<file path="src/rtl/spmm_pkg.sv">
// Shared widths, BRAM word layouts and feeder state encoding for the SpMM row path.
package spmm_pkg;
    localparam int DATA_WIDTH        = 8;
    localparam int NUM_FEATURE_IN    = 1433;
    localparam int MAX_NODES         = 168;
    localparam int TOTAL_NODES       = 13264;
    localparam int H_NUM_SPARSE_DATA = 242101;

    localparam int COL_IDX_W  = $clog2(NUM_FEATURE_IN);
    localparam int ROW_LEN_W  = $clog2(NUM_FEATURE_IN);
    localparam int NUM_NODE_W = $clog2(MAX_NODES);
    localparam int NI_ADDR_W  = $clog2(TOTAL_NODES);
    localparam int H_ADDR_W   = $clog2(H_NUM_SPARSE_DATA);

    typedef struct packed {
        logic [ROW_LEN_W-1:0]  row_len;
        logic [NUM_NODE_W-1:0] num_node;
        logic                  src_flag;
    } node_info_t;

    typedef struct packed {
        logic [COL_IDX_W-1:0]  col_idx;
        logic [DATA_WIDTH-1:0] val;
    } h_elem_t;

    typedef enum logic [2:0] {
        S_IDLE,
        S_HDR,
        S_LATCH,
        S_CREDIT,
        S_STREAM
    } feeder_state_e;
endpackage

</file>
<file path="src/rtl/spmm_row_feeder.sv">
// Streams CSR rows of H from BRAM to one SpMM PE: row header with first element, then gapless elements.
// Latency: start_i to first pe_vld_o is 5 cycles; 4 cycles from a row's last element to the next pe_vld_o.
// Backpressure: every row but the first of a run waits in CREDIT for pe_rdy_i; no BRAM reads while stalled.
module spmm_row_feeder
    import spmm_pkg::*;
(
    input  logic                              clk,
    input  logic                              rst,
    input  logic                              start_i,
    input  logic [NI_ADDR_W-1:0]              row_base_i,
    input  logic [NI_ADDR_W:0]                num_rows_i,
    input  logic [H_ADDR_W-1:0]               h_base_i,
    output logic [NI_ADDR_W-1:0]              ni_addrb,
    input  logic [ROW_LEN_W+NUM_NODE_W:0]     ni_dout,
    output logic [H_ADDR_W-1:0]               h_addrb,
    input  logic [COL_IDX_W+DATA_WIDTH-1:0]   h_dout,
    output logic                              spmm_vld_o,
    output logic                              pe_vld_o,
    input  logic                              pe_rdy_i,
    output logic [COL_IDX_W-1:0]              col_idx_o,
    output logic [DATA_WIDTH-1:0]             val_o,
    output logic [ROW_LEN_W-1:0]              row_len_o,
    output logic [NUM_NODE_W-1:0]             num_node_o,
    output logic                              src_flag_o,
    output logic                              done_o
);
    feeder_state_e         state_q, state_d;
    logic [NI_ADDR_W-1:0]  row_ptr_q, row_ptr_d;
    logic [H_ADDR_W-1:0]   h_ptr_q, h_ptr_d;
    logic [NI_ADDR_W:0]    rows_left_q, rows_left_d;
    logic                  first_row_q, first_row_d;
    node_info_t            ni_lat_q, ni_lat_d;
    logic [ROW_LEN_W-1:0]  cnt_q, cnt_d;
    logic [NI_ADDR_W-1:0]  ni_addr_q, ni_addr_d;
    logic [H_ADDR_W-1:0]   h_addr_q, h_addr_d;
    logic [COL_IDX_W-1:0]  col_q, col_d;
    logic [DATA_WIDTH-1:0] val_q, val_d;
    logic                  pe_vld_q, pe_vld_d;
    logic                  spmm_vld_q, spmm_vld_d;
    logic [ROW_LEN_W-1:0]  row_len_q, row_len_d;
    logic [NUM_NODE_W-1:0] num_node_q, num_node_d;
    logic                  src_flag_q, src_flag_d;
    logic                  fin_q, fin_d;
    logic                  done_q, done_d;

    node_info_t            ni_in;
    h_elem_t               h_in;
    logic                  zero_row;
    logic [ROW_LEN_W-1:0]  eff_len;
    logic                  more;

    assign ni_in    = node_info_t'(ni_dout);
    assign h_in     = h_elem_t'(h_dout);
    // An empty row still emits one zero element so the PE sees every row.
    assign zero_row = (ni_lat_q.row_len == '0);
    assign eff_len  = zero_row ? ROW_LEN_W'(1) : ni_lat_q.row_len;
    assign more     = ({1'b0, cnt_q} + (ROW_LEN_W+1)'(1)) < {1'b0, eff_len};

    always_comb begin
        state_d     = state_q;
        row_ptr_d   = row_ptr_q;
        h_ptr_d     = h_ptr_q;
        rows_left_d = rows_left_q;
        first_row_d = first_row_q;
        ni_lat_d    = ni_lat_q;
        cnt_d       = cnt_q;
        ni_addr_d   = ni_addr_q;
        h_addr_d    = h_addr_q;
        col_d       = col_q;
        val_d       = val_q;
        pe_vld_d    = 1'b0;
        spmm_vld_d  = spmm_vld_q & ~fin_q;
        row_len_d   = row_len_q;
        num_node_d  = num_node_q;
        src_flag_d  = src_flag_q;
        fin_d       = 1'b0;
        done_d      = fin_q;

        case (state_q)
            S_IDLE: begin
                if (start_i) begin
                    row_ptr_d   = row_base_i;
                    h_ptr_d     = h_base_i;
                    rows_left_d = num_rows_i;
                    first_row_d = 1'b1;
                    if (num_rows_i == '0) begin
                        done_d = 1'b1;
                    end else begin
                        state_d = S_HDR;
                    end
                end
            end
            S_HDR: begin
                ni_addr_d = row_ptr_q;
                state_d   = S_LATCH;
            end
            S_LATCH: begin
                ni_lat_d = ni_in;
                state_d  = S_CREDIT;
            end
            S_CREDIT: begin
                if (first_row_q || pe_rdy_i) begin
                    h_addr_d    = h_ptr_q;
                    cnt_d       = '0;
                    first_row_d = 1'b0;
                    row_len_d   = eff_len;
                    num_node_d  = ni_lat_q.num_node;
                    src_flag_d  = ni_lat_q.src_flag;
                    state_d     = S_STREAM;
                end
            end
            S_STREAM: begin
                col_d    = zero_row ? '0 : h_in.col_idx;
                val_d    = zero_row ? '0 : h_in.val;
                pe_vld_d = (cnt_q == '0);
                if (cnt_q == '0) begin
                    spmm_vld_d = 1'b1;
                end
                if (more) begin
                    h_addr_d = h_ptr_q + H_ADDR_W'(cnt_q) + H_ADDR_W'(1);
                    cnt_d    = cnt_q + ROW_LEN_W'(1);
                end else begin
                    h_ptr_d     = h_ptr_q + H_ADDR_W'(ni_lat_q.row_len);
                    row_ptr_d   = row_ptr_q + NI_ADDR_W'(1);
                    rows_left_d = rows_left_q - (NI_ADDR_W+1)'(1);
                    if (rows_left_q == (NI_ADDR_W+1)'(1)) begin
                        fin_d   = 1'b1;
                        state_d = S_IDLE;
                    end else begin
                        state_d = S_HDR;
                    end
                end
            end
            default: state_d = S_IDLE;
        endcase
    end

    always_ff @(posedge clk) begin
        if (rst) begin
            state_q     <= S_IDLE;
            row_ptr_q   <= '0;
            h_ptr_q     <= '0;
            rows_left_q <= '0;
            first_row_q <= 1'b0;
            ni_lat_q    <= '0;
            cnt_q       <= '0;
            ni_addr_q   <= '0;
            h_addr_q    <= '0;
            col_q       <= '0;
            val_q       <= '0;
            pe_vld_q    <= 1'b0;
            spmm_vld_q  <= 1'b0;
            row_len_q   <= '0;
            num_node_q  <= '0;
            src_flag_q  <= 1'b0;
            fin_q       <= 1'b0;
            done_q      <= 1'b0;
        end else begin
            state_q     <= state_d;
            row_ptr_q   <= row_ptr_d;
            h_ptr_q     <= h_ptr_d;
            rows_left_q <= rows_left_d;
            first_row_q <= first_row_d;
            ni_lat_q    <= ni_lat_d;
            cnt_q       <= cnt_d;
            ni_addr_q   <= ni_addr_d;
            h_addr_q    <= h_addr_d;
            col_q       <= col_d;
            val_q       <= val_d;
            pe_vld_q    <= pe_vld_d;
            spmm_vld_q  <= spmm_vld_d;
            row_len_q   <= row_len_d;
            num_node_q  <= num_node_d;
            src_flag_q  <= src_flag_d;
            fin_q       <= fin_d;
            done_q      <= done_d;
        end
    end

    // BRAM addresses are driven from next-state so the read is issued in the deciding cycle.
    assign ni_addrb   = ni_addr_d;
    assign h_addrb    = h_addr_d;
    assign spmm_vld_o = spmm_vld_q;
    assign pe_vld_o   = pe_vld_q;
    assign col_idx_o  = col_q;
    assign val_o      = val_q;
    assign row_len_o  = row_len_q;
    assign num_node_o = num_node_q;
    assign src_flag_o = src_flag_q;
    assign done_o     = done_q;
endmodule

</file>
<file path="config.mk">
export PLATFORM = sky130hd
export DESIGN_NAME = spmm_row_feeder
export DESIGN_NICKNAME = d
export VERILOG_FILES = /design/src/rtl/spmm_pkg.sv /design/src/rtl/spmm_row_feeder.sv
export SDC_FILE = /design/constraint.sdc
export NUM_CORES = 1
export LEC_CHECK = 0
export ABC_AREA = 1
export CAP_MARGIN = 0
export CORE_AREA = 2 2 164 166
export DETAILED_ROUTE_END_ITERATION = 10
export DIE_AREA = 0 0 166 168
export PLACE_DENSITY = 0.62
export SKIP_LAST_GASP = 1
export SYNTH_ARGS = -nofsm -noshare
export SYNTH_HDL_FRONTEND = slang
export SYNTH_SLANG_ARGS = --single-unit
export TNS_END_PERCENT = 1
</file>
<file path="constraint.sdc">
create_clock -name clk -period 3.9 [get_ports clk]
set_clock_uncertainty 0.05 [all_clocks]
set_input_delay 0.78 -clock clk [delete_from_list [all_inputs] [get_ports clk]]
set_output_delay 0.78 -clock clk [all_outputs]
set_load 0.01 [all_outputs]
</file>
==> results.md, run 1 <==
• **sequential cell area in the final layout** 3150 um2
• **count of inserted antenna diode cells** 0
• **area occupied by multi-input gates** 5220 um2
• **Final Critical Period** 4.07 ns
• **dominant combinational cell family by area after synthesis** simple AND/OR/NAND/NOR gates
• **net count after synthesis** 1,483
• **register area share after synthesis** 34.9%
• **Fmax achieved** 246 MHz
• **share of layout cells above drive strength 1** 13.5%
• **Yosys cell types** 42
• **placeable core region** 26,400 um2
• **Fin Hold WS** 0.436 ns
• **routed via count divided by cell count** 4.86
• **First DRT Iteration DRCs** 537
• **post-layout instance count excluding filler cells** 1,909
• **run status** complete, but fails checks
• **mux share of post-synthesis cell area** 0%
• **critical path peak fanout** 5
• **Post-synth EDFFs** 0
• **Placer Congestion** 0.910
• **simple-gate share of the synthesized area** 29.0%
• **RSZ-0062 raised after global routing** yes
• **Seq cells post-synth** 157
• **Async S/R FF share, synth** 0%
• **number of buffers between clock root and the deepest sink** 2
• **TritonCTS clock tree** yes
• **Die W** 166 um
• **cts bufs inserted** 17
• **Register-to-Register Setup Slack** 0.28 ns
• **normalized max-slew margin** 37.2%
• **worst-case vdd ir drop** 284 uV
• **library cell with the largest summed area after synthesis** dfxtp_1
• **pin count of the biggest net entering global routing** 62
• **post-cts hold buffer count** 0
• **type of the setup path with the least slack** register to output port
• **capturing element type of the critical path** output port
• **total wire length** 28,700 um
• **antenna violations before repair** 1
• **Worst Max-Slew Pin Slew** 0.939 ns
• **most common flop cell mapped by yosys** dfxtp_1
• **Worst EP arrival** 3.24 ns
• **share of the synthesized area in the top cell type** 34.9%
• **average instance area after synthesis** 6.65 um2
• **Area growth syn-to-layout** 35.4%
• **most area-consuming cells after synthesis** dfxtp_1, nand2_1, nor2_1
• **placed wire-length estimate after detailed placement** 20,500 um
• **DIE HEIGHT** 168 um
• **data required time of the critical path** 3.07 ns
• **share of the synthesized netlist area taken by xor and xnor gates** 3.70%
• **Final nets** 1,684
• **part of the cycle the worst path needs** 104%
• **Startpoint Class** register
• **complex-gate fraction of the synthesized area** 17.3%
• **average routed wire per standard cell** 15.1 um
• **number of setup violations in the final report** 18
• **number of fill cells in the layout** 2,665
• **total negative slack for setup checks** -2.47 ns
• **utilization after layout** 46.2%
• **clock latency of the later-clocked register in the worst-skew pair** 0.43 ns
• **gate count of the mapped netlist** 1,354
• **post-CTS clock slew at the launch and capture registers of the worst setup and hold paths** 0.07 ns
• **standby leakage power** 5.68 nW
• **number of placement rows** 60
• **clock net sink count** 157
• **number of hold-slack violations in the final timing report** 0
• **Die Footprint** 27,900 um2
• **MaxCap Viol Count** 0
• **placed cells** 1,839
• **PwrDens** 490 nW/um2
• **total standard cell area after synthesis** 9000 um2
• **failing checks** setup timing
• **crit path setup slack, layout** -0.168 ns
• **total power consumption of the routed design** 5.97 mW
• **post-route ant nets** 0
• **area share of fa/ha/maj cells after synthesis** 5.59%
• **number of global-route vias before repair** 9,033
• **routed via count** 9,283
• **Hold Crit Class** register to register
• **Port Buffers** 163
• **number of optimization iterations in the first detailed-route pass** 7
• **CTS root buf** clkbuf_16
• **first-pass GRT wire length** 46,500 um
• **effective utilization at floorplan** 34.2%
• **warnings from Yosys** 0
• **number of remaining DRC errors** 0
• **count of pins over their slew limit** 0
• **Remaining Overflow, GRT** 0
• **total global-route track usage** 20.6%
• **I/O pin count** 164
• **depth of the CTS H-tree** 4
-- metal layers --
metal,track usage (%),wire length [um]
met5,0,0
met3,5.81,2100
met4,6.88,692
met2,32.8,12600
met1,26.8,13300
-- report_power, final --
group / internal (mW) / total, mW / switching (mW)
Clock: 0.928 / 1.71 / 0.781
Combinational: 0.939 / 2.22 / 1.28
Sequential: 1.83 / 2.04 / 0.210
-- cells in the mapped netlist, drive strengths merged (5+ instances only) --
cell type / number
xor2: 30
nand4: 9
a211oi: 14
inv: 145
a31oi: 5
nand2: 327
o211ai: 6
nor2: 163
o22ai: 5
xnor2: 8
clkbuf: 45
nor4: 8
a21oi: 114
nor3: 12
or2: 20
dfxtp: 157
buf: 19
nand3: 76
ha: 37
o21ai: 132
-- sequential cells by signal (all words and copies together), names as in the netlist, 3 cells and up --
signal / count
cnt_q: 11
col_idx_o: 11
ni_addr_q: 14
ni_lat_q: 20
h_addr_q: 18
rows_left_q: 15
val_o: 8
h_ptr_q: 18
row_len_o: 11
num_node_o: 8
row_ptr_q: 14
state_q: 3
-- cell type report --
class	count	share of cell area [%]
Multi-Input combinational cell	987	42.8
Timing Repair Buffer	246	18.5
Clock buffer	19	3.64
Clock inverter	13	1.18
Sequential cell	157	25.9
Inverter	146	4.54
Tap cell	341	3.50
-- through the flow --
step	cell area, um2	worst slack, ns
after detailed placement	11100	-0.186
final	12200	-0.168
after global routing	12200	-0.386
after CTS	12000	-0.114
after global placement	11100	-0.0905
after floorplan	9000	0.316
-- what timing repair did --
action / 4_1_cts / 5_1_grt
pin swaps: 20 / 20
resized for setup: 96 / 38
buffers inserted: 30 / 8
setup endpoints to repair: 18 / 18
-- worst paths after layout --
| check | startpoint | to | cells after the start |
|---|---|---|---|
| min | ni_lat_q[1]$_SDFFE_PP0P_ | ni_lat_q[1]$_SDFFE_PP0P_ | 2 |
| max | cnt_q[1]$_SDFFE_PP0P_ | h_addrb[10] | 16 |
| max reg2reg | cnt_q[1]$_SDFFE_PP0P_ | h_ptr_q[15]$_SDFFE_PP0P_ | 18 |
| min reg2reg | ni_lat_q[1]$_SDFFE_PP0P_ | ni_lat_q[1]$_SDFFE_PP0P_ | 2 |
-- critical path, cell delays in order (launching register included) --
cell and delay [ns]:
dfxtp_4 0.37, ha_4 0.14, nand2_4 0.06, nor4_4 0.22, buf_4 0.16, nand4_1 0.13, xor2_2 0.20, ha_1 0.31
o21ai_1 0.10, o211ai_1 0.16, nor2_4 0.24, nand3_4 0.14, nand2_4 0.13, nor2_1 0.05, nor2_1 0.13, inv_1 0.05
clkdlybuf4s15_2 0.21
-- cells in the final DEF (no fill, tap or decap), types with 17 or more instances in the layout --
cell type        count
a21oi_1            114
ha_1                34
clkdlybuf4s50_1    144
nor2_1             149
buf_4               75
or2_2               20
xor2_1              28
o21ai_0            116
inv_1              134
nand2_1            317
clkbuf_16           17
dfxtp_1            152
nand3_1             64
-- kinds of logic (layout without fill, tap and decap cells) --
logic type | Yosys count | after routing
buffers and inverters | 210 | 424
DFF | 157 | 157
adders and majority gates | 39 | 39
AOI/OAI and AO/OA | 291 | 291
xor gates and xnor gates | 38 | 38
and+or+nand+nor | 619 | 619
Note: power is estimated with default switching activity, not from simulation.
==> inputs of run 2 (changes only) <==
--- a/config.mk
+++ b/config.mk
@@ -11,6 +11,7 @@
 export DETAILED_ROUTE_END_ITERATION = 10
 export DIE_AREA = 0 0 166 168
 export PLACE_DENSITY = 0.62
+export RECOVER_POWER = 50
 export SKIP_LAST_GASP = 1
 export SYNTH_ARGS = -nofsm -noshare
 export SYNTH_HDL_FRONTEND = slang
==> run 2 against run 1 <==
The run ends with capacitance limit, slew limit, setup timing left. Critical path depth did not move. Utilization fell by 0.090 points. Register-to-register slack barely moved. Sequential share of layout area rose by 0.050 points. Setup slack got worse by 0.0075 ns. Cell count did not move. Combinational power barely moved. Clock-buffer cell count did not move. Largest cell class unchanged.
==> results.md, run 2 (same netlist as run 1, synthesis figures left out) <==
• **run status** complete, but fails checks
• **failing checks** capacitance limit, slew limit, setup timing
• **count of pins over their slew limit** 49, +49
• **part of the cycle the worst path needs** 105%, +0.19 points
• **number of global-route vias before repair** 9,033, unchanged
• **total global-route track usage** 20.6%, unchanged
• **post-route ant nets** 0, unchanged
• **Startpoint Class** register
• **clock latency of the later-clocked register in the worst-skew pair** 0.43 ns, about the same
• **placeable core region** 26,400 um2, unchanged
• **First DRT Iteration DRCs** 529, -1.5%
• **normalized max-slew margin** -24.7%, -62 points
• **total power consumption of the routed design** 5.95 mW, -0.28%
• **number of remaining DRC errors** 0, unchanged
• **TritonCTS clock tree** yes
• **Fmax achieved** 245 MHz, -0.18%
• **area occupied by multi-input gates** 5220 um2, unchanged
• **largest register by flop count** ni_lat_q
• **worst flop-to-flop path startpoint** cnt_q[1]$_SDFFE_PP0P_
• **effective utilization at floorplan** 34.2%, unchanged
• **commonest cells after routing, fill and taps aside** nand2_1, dfxtp_1, nor2_1, inv_1, o21ai_0
• **worst-case vdd ir drop** 284 uV, about the same
• **depth of the CTS H-tree** 4, unchanged
• **launching element of the worst setup path** cnt_q[1]$_SDFFE_PP0P_
• **Die W** 166 um, unchanged
• **placed cells** 1,839, unchanged
• **clock net sink count** 157, unchanged
• **placed wire-length estimate after detailed placement** 20,500 um, unchanged
• **Placer Congestion** 0.910, unchanged
• **sequential cell area in the final layout** 3150 um2, unchanged
• **share of layout cells above drive strength 1** 13.0%, -0.51 points
• **routed via count divided by cell count** 4.85, -0.27%
• **number of hold-slack violations in the final timing report** 0, unchanged
• **post-cts hold buffer count** 0, unchanged
• **Reg2Reg Depth** 17, -1
• **PwrDens** 489 nW/um2, about the same
• **RSZ-0062 raised after global routing** yes
• **number of flip-flops under the largest register name** 20, unchanged
• **count of inserted antenna diode cells** 0, unchanged
• **Register-to-Register Setup Slack** 0.29 ns, about the same
• **average routed wire per standard cell** 15.1 um, about the same
• **DIE HEIGHT** 168 um, unchanged
• **worst setup slack after placement** -0.186 ns, unchanged
• **number of optimization iterations in the first detailed-route pass** 6, -1
• **biggest regs** ni_lat_q: 20 flops, h_addr_q: 18 flops, h_ptr_q: 18 flops
• **standby leakage power** 5.80 nW, +2.1%
• **Remaining Overflow, GRT** 0, unchanged
• **Worst EP arrival** 3.25 ns, about the same
• **pin count of the biggest net entering global routing** 62, unchanged
• **number of setup violations in the final report** 18, unchanged
• **crit path setup slack, layout** -0.176 ns, -0.00751 ns
• **critical path peak fanout** 5, unchanged
• **post-CTS clock slew at the launch and capture registers of the worst setup and hold paths** 0.07 ns, about the same
• **cts bufs inserted** 17, unchanged
• **Worst Max-Slew Pin Slew** 1.87 ns, +0.931 ns
• **end of the worst register-to-register path** rows_left_q[0]$_SDFFE_PP0P_
• **Hold Crit Class** register to register
• **first-pass GRT wire length** 46,500 um, unchanged
• **Final nets** 1,684, unchanged
• **Area growth syn-to-layout** 35.1%
• **number of fill cells in the layout** 2,670, +0.19%
• **most common library cell in the layout ignoring fill and taps** nand2_1
• **post-layout instance count excluding filler cells** 1,909, unchanged
• **routed via count** 9,258, -0.27%
• **capturing element type of the critical path** output port
• **number of buffers between clock root and the deepest sink** 2, unchanged
• **number of placement rows** 60, unchanged
• **Port Buffers** 163, unchanged
• **Final Critical Period** 4.08 ns, +0.00751 ns
• **Die Footprint** 27,900 um2, unchanged
• **crit path capture** h_addrb[10]
• **CTS root buf** clkbuf_16
• **antenna violations before repair** 1, unchanged
• **type of the setup path with the least slack** register to output port
• **MaxCap Viol Count** 1, +1
• **Placement Cell Area** 11,100 um2, unchanged
• **utilization after layout** 46.1%, -0.090 points
• **total wire length** 28,700 um, about the same
• **final instance area** 12,200 um2, -0.19%
• **data required time of the critical path** 3.07 ns, about the same
• **I/O pin count** 164, unchanged
## run 2: worst max-delay path: stages, from the launching register on
cell,delay (ns)
dfxtp_4,0.37
ha_4,0.14
nand2_4,0.06
nor4_4,0.22
buf_4,0.16
nand4_1,0.13
xor2_2,0.20
ha_1,0.31
o21ai_1,0.10
o211ai_1,0.16
nor2_4,0.24
nand3_4,0.14
nand2_4,0.13
nor2_1,0.05
nor2_1,0.13
inv_1,0.05
clkdlybuf4s15_2,0.21
## run 2: layer usage
layer | share of wire [%] | track usage [%]
met5 | 0 | 0
met4 | 2.3 | 6.88
met3 | 7.3 | 5.81
met2 | 44 | 32.8
met1 | 46 | 26.8
## run 2: how the worst min path moves through the flow
stage | startpoint | endpoint | slack, ns | cells past startpoint
6_report | spmm_vld_o$_SDFF_PP0_ | spmm_vld_o$_SDFF_PP0_ | 0.43 | 2
2_1_floorplan | fin_q$_SDFF_PP0_ | spmm_vld_o$_SDFF_PP0_ | 0.38 | 1
5_1_grt | row_ptr_q[6]$_SDFFE_PP0P_ | row_ptr_q[6]$_SDFFE_PP0P_ | 0.46 | 2
3_3_place_gp | first_row_q$_SDFFE_PP0P_ | first_row_q$_SDFFE_PP0P_ | 0.41 | 2
3_5_place_dp | ni_lat_q[1]$_SDFFE_PP0P_ | num_node_o[0]$_SDFFE_PP0P_ | 0.42 | 2
4_1_cts | row_ptr_q[10]$_SDFFE_PP0P_ | row_ptr_q[10]$_SDFFE_PP0P_ | 0.44 | 2
## run 2: area by class of cell
class | instances | share of cell area, %
clock buffers | 19 | 3.64
flip-flops and latches | 157 | 25.9
well taps | 341 | 3.51
repair buffers | 246 | 18.3
multi-input cells | 987 | 42.9
clock inverters | 13 | 1.18
inverters | 146 | 4.55
## run 2: what timing repair did
| action | in CTS | in global routing |
|---|---|---|
| endpoints found under the setup margin | 18 | 18 |
| buffers inserted | 30 | 8 |
| resized for setup | 96 | 38 |
| pin swaps | 20 | 20 |
## run 2: through the flow
stage	hold WS [ns]	TNS, ns
final	0.431	-2.62
after global placement	0.409	-0.565
after detailed placement	0.421	-2.59
after global routing	0.456	-7.95
after floorplan	0.382	0
after CTS	0.436	-1.65
## run 2: where the power goes
| part | leakage (nW) | total, mW | internal (mW) | switching, mW |
|---|---|---|---|---|
| combinational | 4.23 | 2.20 | 0.924 | 1.28 |
| clock | 0.287 | 1.71 | 0.927 | 0.783 |
| sequential | 1.28 | 2.04 | 1.83 | 0.209 |
| total | 5.80 | 5.95 | 3.68 | 2.27 |
==> inputs of run 3 (changes only) <==
--- a/config.mk
+++ b/config.mk
@@ -10,6 +10,7 @@
 export CORE_AREA = 2 2 164 166
 export DETAILED_ROUTE_END_ITERATION = 10
 export DIE_AREA = 0 0 166 168
+export GPL_TIMING_DRIVEN = 0
 export PLACE_DENSITY = 0.62
 export RECOVER_POWER = 50
 export SKIP_LAST_GASP = 1
==> run 3 against run 2 <==
The flow finishes with violations (setup timing). Largest power group unchanged. Non-clock buffer count grew 8. Global-route usage grew 2.0 points. Sequential share of layout area up 0.56 points. Setup slack worse by 0.093 ns. Cell count up 0.42%. Routed wire length rose by 10%. Sequential cell count unchanged. Largest cell class unchanged. Critical endpoint is now h_addrb[12]. Clock power shrank 3%. Sequential power about the same. First-iteration DRC count increased by 21%. Clock-buffer cell count unchanged.
==> results.md, run 3 (same netlist as run 1, synthesis figures left out) <==
• **run status** complete, but fails checks
• **failing checks** setup timing
• **clock net sink count** 157, unchanged
• **switching share of power** 39.4%, +1.2 points
• **number of global-route vias before repair** 9,221, +2.1%
• **effective utilization at floorplan** 34.2%, unchanged
• **routed via count** 9,664, +4.4%
• **PwrDens** 490 nW/um2, about the same
• **count of inserted antenna diode cells** 0, unchanged
• **Final nets** 1,692, +0.48%
• **antenna violations before repair** 1, unchanged
• **final instance area** 12,000 um2, -1.6%
• **launching element of the worst setup path** cnt_q[2]$_SDFFE_PP0P_
• **data required time of the critical path** 3.07 ns, about the same
• **DIE HEIGHT** 168 um, unchanged
• **chain of cells forming the critical path** inv_2 > nor3_4 > nand4_4 > buf_6 > xor2_2 > inv_2 > ha_4 > nand2_1 > o21a_1 > o211ai_1 > nor2_4 > buf_12 > buf_4 > nand3_1 > nand3_1 > nand3_1 > clkdlybuf4s15_1
• **Placement Cell Area** 11,000 um2, -0.43%
• **worst-case vdd ir drop** 230 uV, -19%
• **largest stage delay on the critical path** 0.36 ns, about the same
• **average routed wire per standard cell** 16.5 um, +9.9%
• **Fin Hold WS** 0.438 ns, +0.00655 ns
• **capturing element type of the critical path** output port
• **Die W** 166 um, unchanged
• **RSZ-0062 raised after global routing** yes
• **most common library cell in the layout ignoring fill and taps** nand2_1
• **biggest regs** ni_lat_q: 20 flops, h_addr_q: 18 flops, h_ptr_q: 18 flops
• **clock network power share** 28.4%, -0.3 points
• **largest register by flop count** ni_lat_q
• **number of remaining DRC errors** 0, unchanged
• **post-layout instance count excluding filler cells** 1,917, +0.42%
• **clock latency of the later-clocked register in the worst-skew pair** 0.45 ns, +0.02 ns
• **post-route ant nets** 0, unchanged
• **count of pins over their slew limit** 0, -100%
• **critical hold path startpoint** ni_lat_q[3]$_SDFFE_PP0P_
• **CTS root buf** clkbuf_16
• **Remaining Overflow, GRT** 0, unchanged
• **met2 usage in global routing** 36.7%, +3.9 points
• **number of hold-slack violations in the final timing report** 0, unchanged
• **cell-internal power** 3.55 mW, -3.5%
• **proportion of power drawn by combinational gates** 36.9%, about the same
• **Area growth syn-to-layout** 33.0%
• **Register-to-Register Setup Slack** 0.70 ns, +0.41 ns
• **number of buffers between clock root and the deepest sink** 2, unchanged
• **share of layout cells above drive strength 1** 9.45%, -3.6 points
• **number of setup violations in the final report** 18, unchanged
• **number of optimization iterations in the first detailed-route pass** 6, unchanged
• **pin count of the biggest net entering global routing** 17, -73%
• **First DRT Iteration DRCs** 640, +21%
• **critical-path cell with the highest stage delay** dfxtp_4
• **Die Footprint** 27,900 um2, unchanged
• **Port Buffers** 162, -0.61%
• **total wire length** 31,700 um, +10%
• **commonest cells after routing, fill and taps aside** nand2_1, nor2_1, dfxtp_1, inv_1, o21ai_0
• **met3 routing resource usage after global routing** 5.03%, -0.78 points
• **most congested layer reported by global routing** met2
• **MaxCap Viol Count** 0, -1
• **Placer Congestion** 0.917, +0.77%
• **end of the worst register-to-register path** h_ptr_q[7]$_SDFFE_PP0P_
• **I/O pin count** 164, unchanged
• **number of placement rows** 60, unchanged
• **placeable core region** 26,400 um2, unchanged
• **normalized max-slew margin** 36.9%, +62 points
• **placed wire-length estimate after detailed placement** 23,600 um, +15%
• **crit path setup slack, layout** -0.269 ns, -0.0930 ns
• **Startpoint Class** register
• **switching power** 2.31 mW, +1.7%
• **first-pass GRT wire length** 49,600 um, +6.5%
• **Final Critical Period** 4.17 ns, +0.0930 ns
• **depth of the CTS H-tree** 4, unchanged
• **most frequent CP cell** nand3_1
• **worst flop-to-flop path startpoint** cnt_q[1]$_SDFFE_PP0P_
• **routed via count divided by cell count** 5.04, +3.9%
• **part of the cycle the worst path needs** 107%, +2.4 points
• **Fmax achieved** 240 MHz, -2.2%
• **Hold Crit Class** register to register
• **post-CTS clock slew at the launch and capture registers of the worst setup and hold paths** 0.07 ns, about the same
• **Hold Path End** ni_lat_q[3]$_SDFFE_PP0P_
• **Min-Delay Path Depth** 2, unchanged
• **standby leakage power** 5.66 nW, -2.3%
• **sequential share of power** 34.7%, +0.5 points
• **number of flip-flops under the largest register name** 20, unchanged
• **type of the setup path with the least slack** register to output port
• **Reg2Reg Depth** 17, unchanged
• **met1 track demand over resource in global routing** 29.0%, +2.2 points
• **cts bufs inserted** 17, unchanged
• **critical path peak fanout** 6, +1
• **total global-route track usage** 22.5%, +2.0 points
• **Worst Max-Slew Pin Slew** 0.946 ns, -0.924 ns
• **TritonCTS clock tree** yes
• **placed cells** 1,857, +0.98%
• **Worst EP arrival** 3.34 ns, +0.09 ns
run 3: cell count changes in the layout (fill, tap and decap cells not counted), sizes merged:
| cell | before | now |
|---|---|---|
| bufinv | 1 | 0 |
| clkinvlp | 1 | 0 |
| buf | 91 | 51 |
| clkdlybuf4s15 | 4 | 7 |
| clkbuf | 26 | 70 |
| dlygate4sd2 | 0 | 1 |
| clkinv | 3 | 5 |
run 3: power by group through the flow:
stage	sequential [mW]	clock [mW]	combinational (mW)
3_5_place_dp	2.07	0	2.06
2_1_floorplan	2.01	0	1.36
4_1_cts	2.03	1.69	2.16
6_report	2.03	1.66	2.16
5_1_grt	2.05	1.75	2.42
3_3_place_gp	2.06	0	2.04
run 3: what timing repair did:
action                                  4_1_cts  5_1_grt
hold buffers                                  0        0
resized for setup                            95       12
endpoints found under the setup margin       18       18
pin swaps                                    20        7
hold endpoints to repair                      0        0
buffers inserted                             24        4
run 3: layout make-up:
type | count | area, um2
fill | 2744 | 14400
multi-input combinational | 987 | 5140
sequential | 157 | 3170
timing repair buffer | 190 | 1800
inverter | 146 | 553
clock buffer | 19 | 443
tap | 341 | 427
buffer | 64 | 312
clock inverter | 13 | 123
run 3: worst max path at each step:
stage	endpoint	slack [ns]	cells past startpoint
after CTS	h_addrb[17]	-0.28	20
after global placement	h_addrb[5]	-0.90	15
final	h_addrb[12]	-0.27	17
after global routing	h_addrb[6]	-0.45	17
after floorplan	h_addrb[10]	0.32	15
after detailed placement	h_addrb[13]	-0.94	16
run 3: per-layer routing:
layer / part of all wire [%] / wire length (um)
met1: 45 / 14200
met2: 45 / 14400
met3: 6.7 / 2130
met4: 3.1 / 980
met5: 0 / 0
run 3: critical path: cells and delay by family (launching register included):
family,cells,cell delay (ns)
buffers and inverters,6,0.82
AND/OR/NAND/NOR,7,0.82
flip-flops,1,0.36
AO/OA/AOI/OAI,2,0.47
adder cells (fa/ha/maj),1,0.27
XOR/XNOR,1,0.15
run 3: through the flow:
stage	setup WS (ns)	util (%)	TNS (ns)	total power [mW]
floorplan	0.316	-	0	3.36
global placement	-0.904	41.9	-13.97	4.10
detailed placement	-0.945	41.9	-14.94	4.12
CTS	-0.281	45.3	-4.54	5.88
global route	-0.450	45.4	-7.42	6.22
finish	-0.269	45.4	-4.11	5.86
